File: src/rtl/pipelined_add_sub.sv
// Pipelined ripple-carry adder/subtractor: the carry chain is cut into STAGES
// registered slices of CHUNK bits; flags are derived from the final slice.
module pipelined_add_sub #(
    parameter int WIDTH  = 32,
    parameter int STAGES = 4
) (
    input  logic             clock,
    input  logic             reset_n,
    input  logic             in_valid,
    output logic             in_ready,
    input  logic [WIDTH-1:0] A,
    input  logic [WIDTH-1:0] B,
    input  logic             sub,
    input  logic             c_in,
    output logic             out_valid,
    input  logic             out_ready,
    output logic [WIDTH-1:0] result,
    output logic             c_out,
    output logic             overflow,
    output logic             zero
);
    localparam int CHUNK = WIDTH / STAGES;

    function automatic logic [CHUNK:0] ripple(input logic [CHUNK-1:0] a,
                                              input logic [CHUNK-1:0] b,
                                              input logic             ci);
        logic [CHUNK:0] r;
        logic           c;
        r = '0;
        c = ci;
        for (int i = 0; i < CHUNK; i++) begin
            r[i] = a[i] ^ b[i] ^ c;
            c    = (a[i] & b[i]) | (c & (a[i] ^ b[i]));
        end
        r[CHUNK] = c;
        return r;
    endfunction

    logic             en;
    logic [WIDTH-1:0] b_op;
    logic             carry0;

    // Index k is the input side of stage k; index STAGES is the pipe output.
    logic [STAGES:0]  vld_pipe;
    logic [STAGES:0]  carry_pipe;
    logic [STAGES:0]  a_msb_pipe;
    logic [STAGES:0]  b_msb_pipe;

    always_comb begin
        en     = !out_valid || out_ready;
        b_op   = sub ? ~B : B;
        carry0 = sub ? 1'b1 : c_in;
    end

    assign in_ready      = en;
    assign vld_pipe[0]   = in_valid;
    assign carry_pipe[0] = carry0;
    assign a_msb_pipe[0] = A[WIDTH-1];
    assign b_msb_pipe[0] = b_op[WIDTH-1];

    for (genvar k = 0; k < STAGES; k++) begin : g_stg
        localparam int LO   = k * CHUNK;
        localparam int HI_W = WIDTH - LO;

        logic [HI_W-1:0]     a_src, b_src;
        logic [CHUNK:0]      part;
        logic [LO+CHUNK-1:0] sum_new, sum_d, sum_q;
        logic                vld_d, vld_q;
        logic                co_d, co_q;
        logic                a_msb_d, a_msb_q;
        logic                b_msb_d, b_msb_q;

        assign part = ripple(a_src[CHUNK-1:0], b_src[CHUNK-1:0], carry_pipe[k]);

        if (k == 0) begin : g_head
            assign a_src   = A;
            assign b_src   = b_op;
            assign sum_new = part[CHUNK-1:0];
        end else begin : g_body
            assign a_src   = g_stg[k-1].g_skew.a_hi_q;
            assign b_src   = g_stg[k-1].g_skew.b_hi_q;
            assign sum_new = {part[CHUNK-1:0], g_stg[k-1].sum_q};
        end

        // Operand bits above this slice ride along untouched for later stages.
        if (k < STAGES - 1) begin : g_skew
            logic [HI_W-CHUNK-1:0] a_hi_d, a_hi_q, b_hi_d, b_hi_q;

            always_comb begin
                a_hi_d = en ? a_src[HI_W-1:CHUNK] : a_hi_q;
                b_hi_d = en ? b_src[HI_W-1:CHUNK] : b_hi_q;
            end

            always_ff @(posedge clock or negedge reset_n) begin
                if (!reset_n) begin
                    a_hi_q <= '0;
                    b_hi_q <= '0;
                end else begin
                    a_hi_q <= a_hi_d;
                    b_hi_q <= b_hi_d;
                end
            end
        end

        always_comb begin
            sum_d   = en ? sum_new       : sum_q;
            co_d    = en ? part[CHUNK]   : co_q;
            vld_d   = en ? vld_pipe[k]   : vld_q;
            a_msb_d = en ? a_msb_pipe[k] : a_msb_q;
            b_msb_d = en ? b_msb_pipe[k] : b_msb_q;
        end

        always_ff @(posedge clock or negedge reset_n) begin
            if (!reset_n) begin
                sum_q   <= '0;
                co_q    <= 1'b0;
                vld_q   <= 1'b0;
                a_msb_q <= 1'b0;
                b_msb_q <= 1'b0;
            end else begin
                sum_q   <= sum_d;
                co_q    <= co_d;
                vld_q   <= vld_d;
                a_msb_q <= a_msb_d;
                b_msb_q <= b_msb_d;
            end
        end

        assign vld_pipe[k+1]   = vld_q;
        assign carry_pipe[k+1] = co_q;
        assign a_msb_pipe[k+1] = a_msb_q;
        assign b_msb_pipe[k+1] = b_msb_q;
    end

    always_comb begin
        out_valid = vld_pipe[STAGES];
        result    = g_stg[STAGES-1].sum_q;
        c_out     = carry_pipe[STAGES];
        overflow  = (a_msb_pipe[STAGES] == b_msb_pipe[STAGES]) &&
                    (result[WIDTH-1] != a_msb_pipe[STAGES]);
        zero      = ~|result;
    end

endmodule

File: config.mk
export PLATFORM = sky130hd
export DESIGN_NAME = pipelined_add_sub
export DESIGN_NICKNAME = d
export VERILOG_FILES = /design/src/rtl/pipelined_add_sub.sv
export SDC_FILE = /design/constraint.sdc
export NUM_CORES = 1
export LEC_CHECK = 0
export ABC_AREA = 1
export ABC_CLOCK_PERIOD_IN_PS = 4350
export CORE_ASPECT_RATIO = 1.25
export CORE_MARGIN = 4
export CORE_UTILIZATION = 30
export DETAILED_ROUTE_END_ITERATION = 16
export GPL_ROUTABILITY_DRIVEN = 1
export REMOVE_ABC_BUFFERS = 1
export SYNTH_ARGS = -nofsm -noshare
export SYNTH_HDL_FRONTEND = slang
export SYNTH_SLANG_ARGS = --single-unit
File: constraint.sdc
create_clock -name clock -period 4.35 [get_ports clock]
set_clock_uncertainty 0.2 [all_clocks]
set_input_delay 1.305 -clock clock [delete_from_list [all_inputs] [get_ports clock]]
set_output_delay 1.305 -clock clock [all_outputs]
set_load 0.01 [all_outputs]
# Word level (Yosys, flattened, before mapping)
# Cells that the tools add are included.
[word_totals]
input_bits = 70
output_inout_bits = 37
ff_bits = 192
wordCells = 196
[op_classes]
muxes = 2
n_reduce_logical = 5
n_eq_ne = 2
bitwise = 161
[ops]
columns = ["op", "n"]
rows = [
  ["$and 1x1->1", 64],
  ["$xor 1x1->1", 64],
  ["$mux 32", 1],
  ["$not 32->32", 1],
  ["$or 1x1->1", 32],
  ["$reduce_or 32->1", 1],
  ["$logic_not 1->1", 2],
  ["$eq 1x1->1", 1],
  ["$logic_and 1x1->1", 1],
  ["$logic_or 1x1->1", 1],
  ["$mux 1", 1],
  ["$ne 1x1->1", 1],
]

# Longest topological paths before layout
[logic_depth]
word_depth = 19
depth_mapped = 15
ltp_nobuf = 13

# Worst setup path after synthesis
# No wires, ideal clock.
[synth_path]
kind = "input-to-reg"
start = "input port sub"
end = "register g_stg[0].sum_q[7]"
n_path_buf = 2
arrival_ns = 4.950
setup_slack_ns = -0.930
path_stages = 15
required_ns = 4.019
setup_ns = 0.131
path_cell_list = "buf_4 buf_4 xor2_1 fa_1 inv_1 fa_1 fa_1 fa_1 fa_1 fa_1 fa_1 inv_1 fa_1 nand2_1 o21ai_0"
[synth_via]
elab_chain_len = 17
word_cells_on_any_way = 32
cone_classes = "2 x mux; 30 x bitwise"
[synth_rtl]
columns = ["element", "line", "rtl"]
rows = [
  ["start: declaration", "13", "input logic sub,"],
  ["$mux 32", "51", "b_op = sub ? ~B : B;"],
  ["$xor 1x1->1", "33", "c = (a[i] & b[i]) | (c & (a[i] ^ b[i]));"],
  ["$and 1x1->1", "33", ""],
  ["$or 1x1->1", "33", ""],
  ["$and 1x1->1", "33", ""],
  ["$or 1x1->1", "33", ""],
  ["$and 1x1->1", "33", ""],
  ["$or 1x1->1", "33", ""],
  ["(+2 left out)", "-", ""],
  ["$and 1x1->1", "33", ""],
  ["$or 1x1->1", "33", ""],
  ["$and 1x1->1", "33", ""],
  ["$or 1x1->1", "33", ""],
  ["$and 1x1->1", "33", ""],
  ["$or 1x1->1", "33", ""],
  ["$xor 1x1->1 (*)", "32", "r[i] = a[i] ^ b[i] ^ c;"],
  ["net g_stg[0].part[7]", "66", "logic [CHUNK:0] part;"],
  ["end signal: assignment", "121", "sum_q <= sum_d;"],
  ["end: declaration", "67", "logic [LO+CHUNK-1:0] sum_new, sum_d, sum_q;"],
]
# The timed path passes the listed nets; every way through them passes the cells marked *.
# A chain may end at the register's enable or synchronous reset.

# Final worst setup path
[layout_path]
start = "input port B[0]"
end = "register g_stg[0].sum_q[7]"
[layout_via]
elab_chain_len = 18
word_cells_on_any_way = 19
cone_classes = "1 x mux; 18 x bitwise"
[layout_rtl]
columns = ["element", "line", "rtl"]
rows = [
  ["start: declaration", "12", "input logic [WIDTH-1:0] B,"],
  ["$not 32->32", "51", ""],
  ["$mux 32 (*)", "51", ""],
  ["$xor 1x1->1", "33", ""],
  ["$and 1x1->1", "33", ""],
  ["$or 1x1->1 (*)", "33", ""],
  ["$and 1x1->1 (*)", "33", ""],
  ["$or 1x1->1 (*)", "33", ""],
  ["$and 1x1->1 (*)", "33", ""],
  ["(+3 left out)", "-", ""],
  ["$and 1x1->1 (*)", "33", ""],
  ["$or 1x1->1 (*)", "33", ""],
  ["$and 1x1->1 (*)", "33", ""],
  ["$or 1x1->1 (*)", "33", ""],
  ["$and 1x1->1 (*)", "33", ""],
  ["$or 1x1->1 (*)", "33", ""],
  ["$xor 1x1->1 (*)", "32", ""],
  ["net g_stg[0].part[7]", "66", ""],
]
# Marked as above.

==> summary.md <==
| Metric | Value |
|---|---|
| Power density cells | 699 mW/mm^2 |
| Die width | ~160 um |
| R2R Path End | result[31] |
| Via count | between 5000 and 6000 |
| Root Buffer Master | clkbuf_16 |
| Crit share post-route | 103% |
| Layout cells sized above 1 | between 10% and 20% |
| H-tree Lvls | 4 |
| CTS buffer count | 17 |
| Leakage | approximately 4.7 nW |
| Cell Area, Synth | approximately 0.0085 mm^2 |
| Final setup violation count | 1 |
| Fmax | 222 MHz |
| Die Y | ~200 um |
| Final Hold Viols | 0 |
| CP Data Arrival Time | between 4000 and 5000 ps |
| Initial antenna violation count | 1 |
| CTS tree | built |
| WP data required | 4440 ps |
| Worst hold path class | register to register |
| Core Region | 0.0278 mm^2 |
| Port-buffer cells | between 100 and 150 |
| DP HPWL | roughly 11000 um |
| Power, Total | 7.27 mW |
| Seq/Total Area, Yosys | 54.6% |
| Number of distinct library cells after synthesis | 22 |
| Crit end category | register |
| Rows | 68 |
| # DRC | 0 |
| Area share of the largest cell type after synthesis | between 50% and 60% |
| Worst-case reg-to-reg path depth | 12 |
| Clk buf depth | 2 |
| Commonest cells after routing, fill and taps aside | 194 x nand2_1, 185 x dfrtp_1, 99 x clkdlybuf4s50_1 |
| Avg WL per Cell | approximately 14 um |
| Setup CP Type | primary input to register |
| Failing checks | setup timing |
| CP max FO | 1 |
| R2R setup slack | roughly 260 ps |
| DRT Pass-1 Iters | 5 |
| Slew @ Worst Pin | roughly 830 ps |
| Gpl congestion | approximately 0.70 |
| Most common cell after layout, fill and taps aside | nand2_1 |
| First-pass GRT wire length | 29600 um |
| Fin worst setup slack | -145 ps |
| DRT antenna net count | 0 |
| Die Area | 0.0312 mm^2 |
| CP max stage delay | ~400 ps |
| Clk pin slew, worst setup/hold paths | approximately 70 ps |
| P&R area growth vs syn | 22.2% |
| Most used cell, CP | fa_2 |
| Initial DRC Count | 260 |
| Avg Cell Area, Syn | about 10 um^2 |
| Post-Synthesis Cells | about 840 |
| Period minus WS final | ~4500 ps |
| Global-route usage over all layers | a little under an eighth |
| Setup Buffers After CTS | 0 |
| Worst skew pair latency | 430 ps |
| Number of global-route vias before repair | 5600 |
| VDD IR max | around 0.27 mV |
| Worst slew margin | between 40% and 50% |
| Top cells by area, synth | dfrtp_1 55%, nand2_1 8.5%, fa_1 7.5% |
| CP endpoint | g_stg[0].sum_q[7] |
| Hold_buf cts | 0 |
| Final core utilization | a little under two fifths |
| Synth Register Bits | 186 |
| Via density | about 4.3 |
| Startpoint class of the critical path | primary input |
| Boundary Pins | about 110 |
| Hold wc startpoint | g_stg[2].vld_q |
| CTS Sinks | about 190 |
| Largest area contributor in the netlist | dfrtp_1 |
| Slowest CP cell | fa_1 |
| Pins Over Slew Limit | 0 |
| RSZ-0062 raised after global routing | yes |
| Max_cap viols | 0 |
| WL final | around 17000 um |
| Status | complete, but fails checks |
| Initial Utilization | a little under a third |
| RR Startpoint | g_stg[2].co_q |
| GR Overflow Total | 0 |
| Synth warnings | 0 |
| Largest net degree at the start of global routing | approximately 160 |
| Final #Nets | 1029 |
| Critical Path, Cell by Cell | buf_6 -> xor2_4 -> fa_2 -> inv_2 -> fa_2 -> fa_2 -> fa_2 -> fa_2 -> fa_2 -> fa_2 -> inv_2 -> fa_1 -> nand2_1 -> o21ai_1 |
| Worst setup path start | B[0] |
==> power by group <==
| part | internal [mW] | switching, mW |
|---|---|---|
| Combinational | 1.20 | 1.47 |
| Sequential | 2.53 | 0.480 |
| Clock | 0.872 | 0.723 |
==> metrics by stage <==
step	std cells	worst slack, ps	instance area [um^2]	setup TNS [ps]	hold WS [ps]
final	1291	-145	10400	-145	256
after floorplan	792	-745	8110	-2050	223
after CTS	1290	-423	10400	-591	266
after global routing	1291	-246	10400	-246	292
after global placement	1258	-1280	9730	-3540	242
after detailed placement	1258	-1360	9730	-3890	247
==> state kept, by name, summed over array words and instances, names as in the netlist <==
signal               cells
g_stg.vld_q              3
c_out                    1
result                  32
g_stg.g_skew.a_hi_q     48
g_stg.sum_q             48
g_stg.a_msb_q            1
g_stg.b_msb_q            1
g_stg.g_skew.b_hi_q     48
out_valid                1
g_stg.co_q               3
==> worst min path at each step <==
| stage | end | slack, ps | cells past startpoint |
|---|---|---|---|
| after global routing | out_valid | 290 | 2 |
| after detailed placement | out_valid | 250 | 2 |
| after global placement | out_valid | 240 | 2 |
| after floorplan | out_valid | 220 | 2 |
| after CTS | out_valid | 270 | 2 |
| final | out_valid | 260 | 2 |
==> what timing repair did <==
action | 4_1_cts | 5_1_grt
gates resized for setup | 25 | 5
endpoints found under the setup margin | 4 | 3
pin swaps | 11 | 9
==> worst max-delay path: cells and delay by family <==
kind / cells / cell delay, ps
simple gates: 1 / 80
compound gates: 1 / 80
buf+inv: 3 / 200
fa+ha+maj: 8 / 2750
xor+xnor: 1 / 150
==> logic make-up (layout without fill, tap and decap cells) <==
family | count (synthesis) | count (layout) | share of synthesized area (%)
AO/OA/AOI/OAI | 117 | 117 | 9.91
XOR/XNOR | 32 | 32 | 3.29
adder cells (fa/ha/maj) | 32 | 32 | 7.52
buffers and inverters | 117 | 213 | 7.65
flip-flops | 186 | 186 | 54.6
other | 0 | 1 | 0
AND/OR/NAND/NOR | 360 | 360 | 17.0
==> routing by layer <==
layer	up-vias	GRT usage [%]	wire, um
met3	19	2.53	533
li1	2819	-	-
met4	0	4.47	402
met1	2649	15.9	8070
met5	-	0	0
met2	77	19.0	8430
==> cell usage after synthesis, drive strengths merged <==
cell,n
xnor2,30
clkbuf,12
dfrtp,186
a21oi,72
fa,32
nor2,95
buf,40
inv,65
o21ai,45
nand3,69
or2,1
nand2,195
xor2,2
==> layout make-up <==
cell class	count	area, um^2
Antenna cell	1	2.50
Clock buffer	17	425
Clock inverter	15	179
Fill cell	2776	17400
Inverter	65	244
Multi-Input combinational cell	541	3270
Sequential cell	186	4660
Tap cell	350	438
Timing Repair Buffer	116	1190
Power figures use the tool's default switching activity.
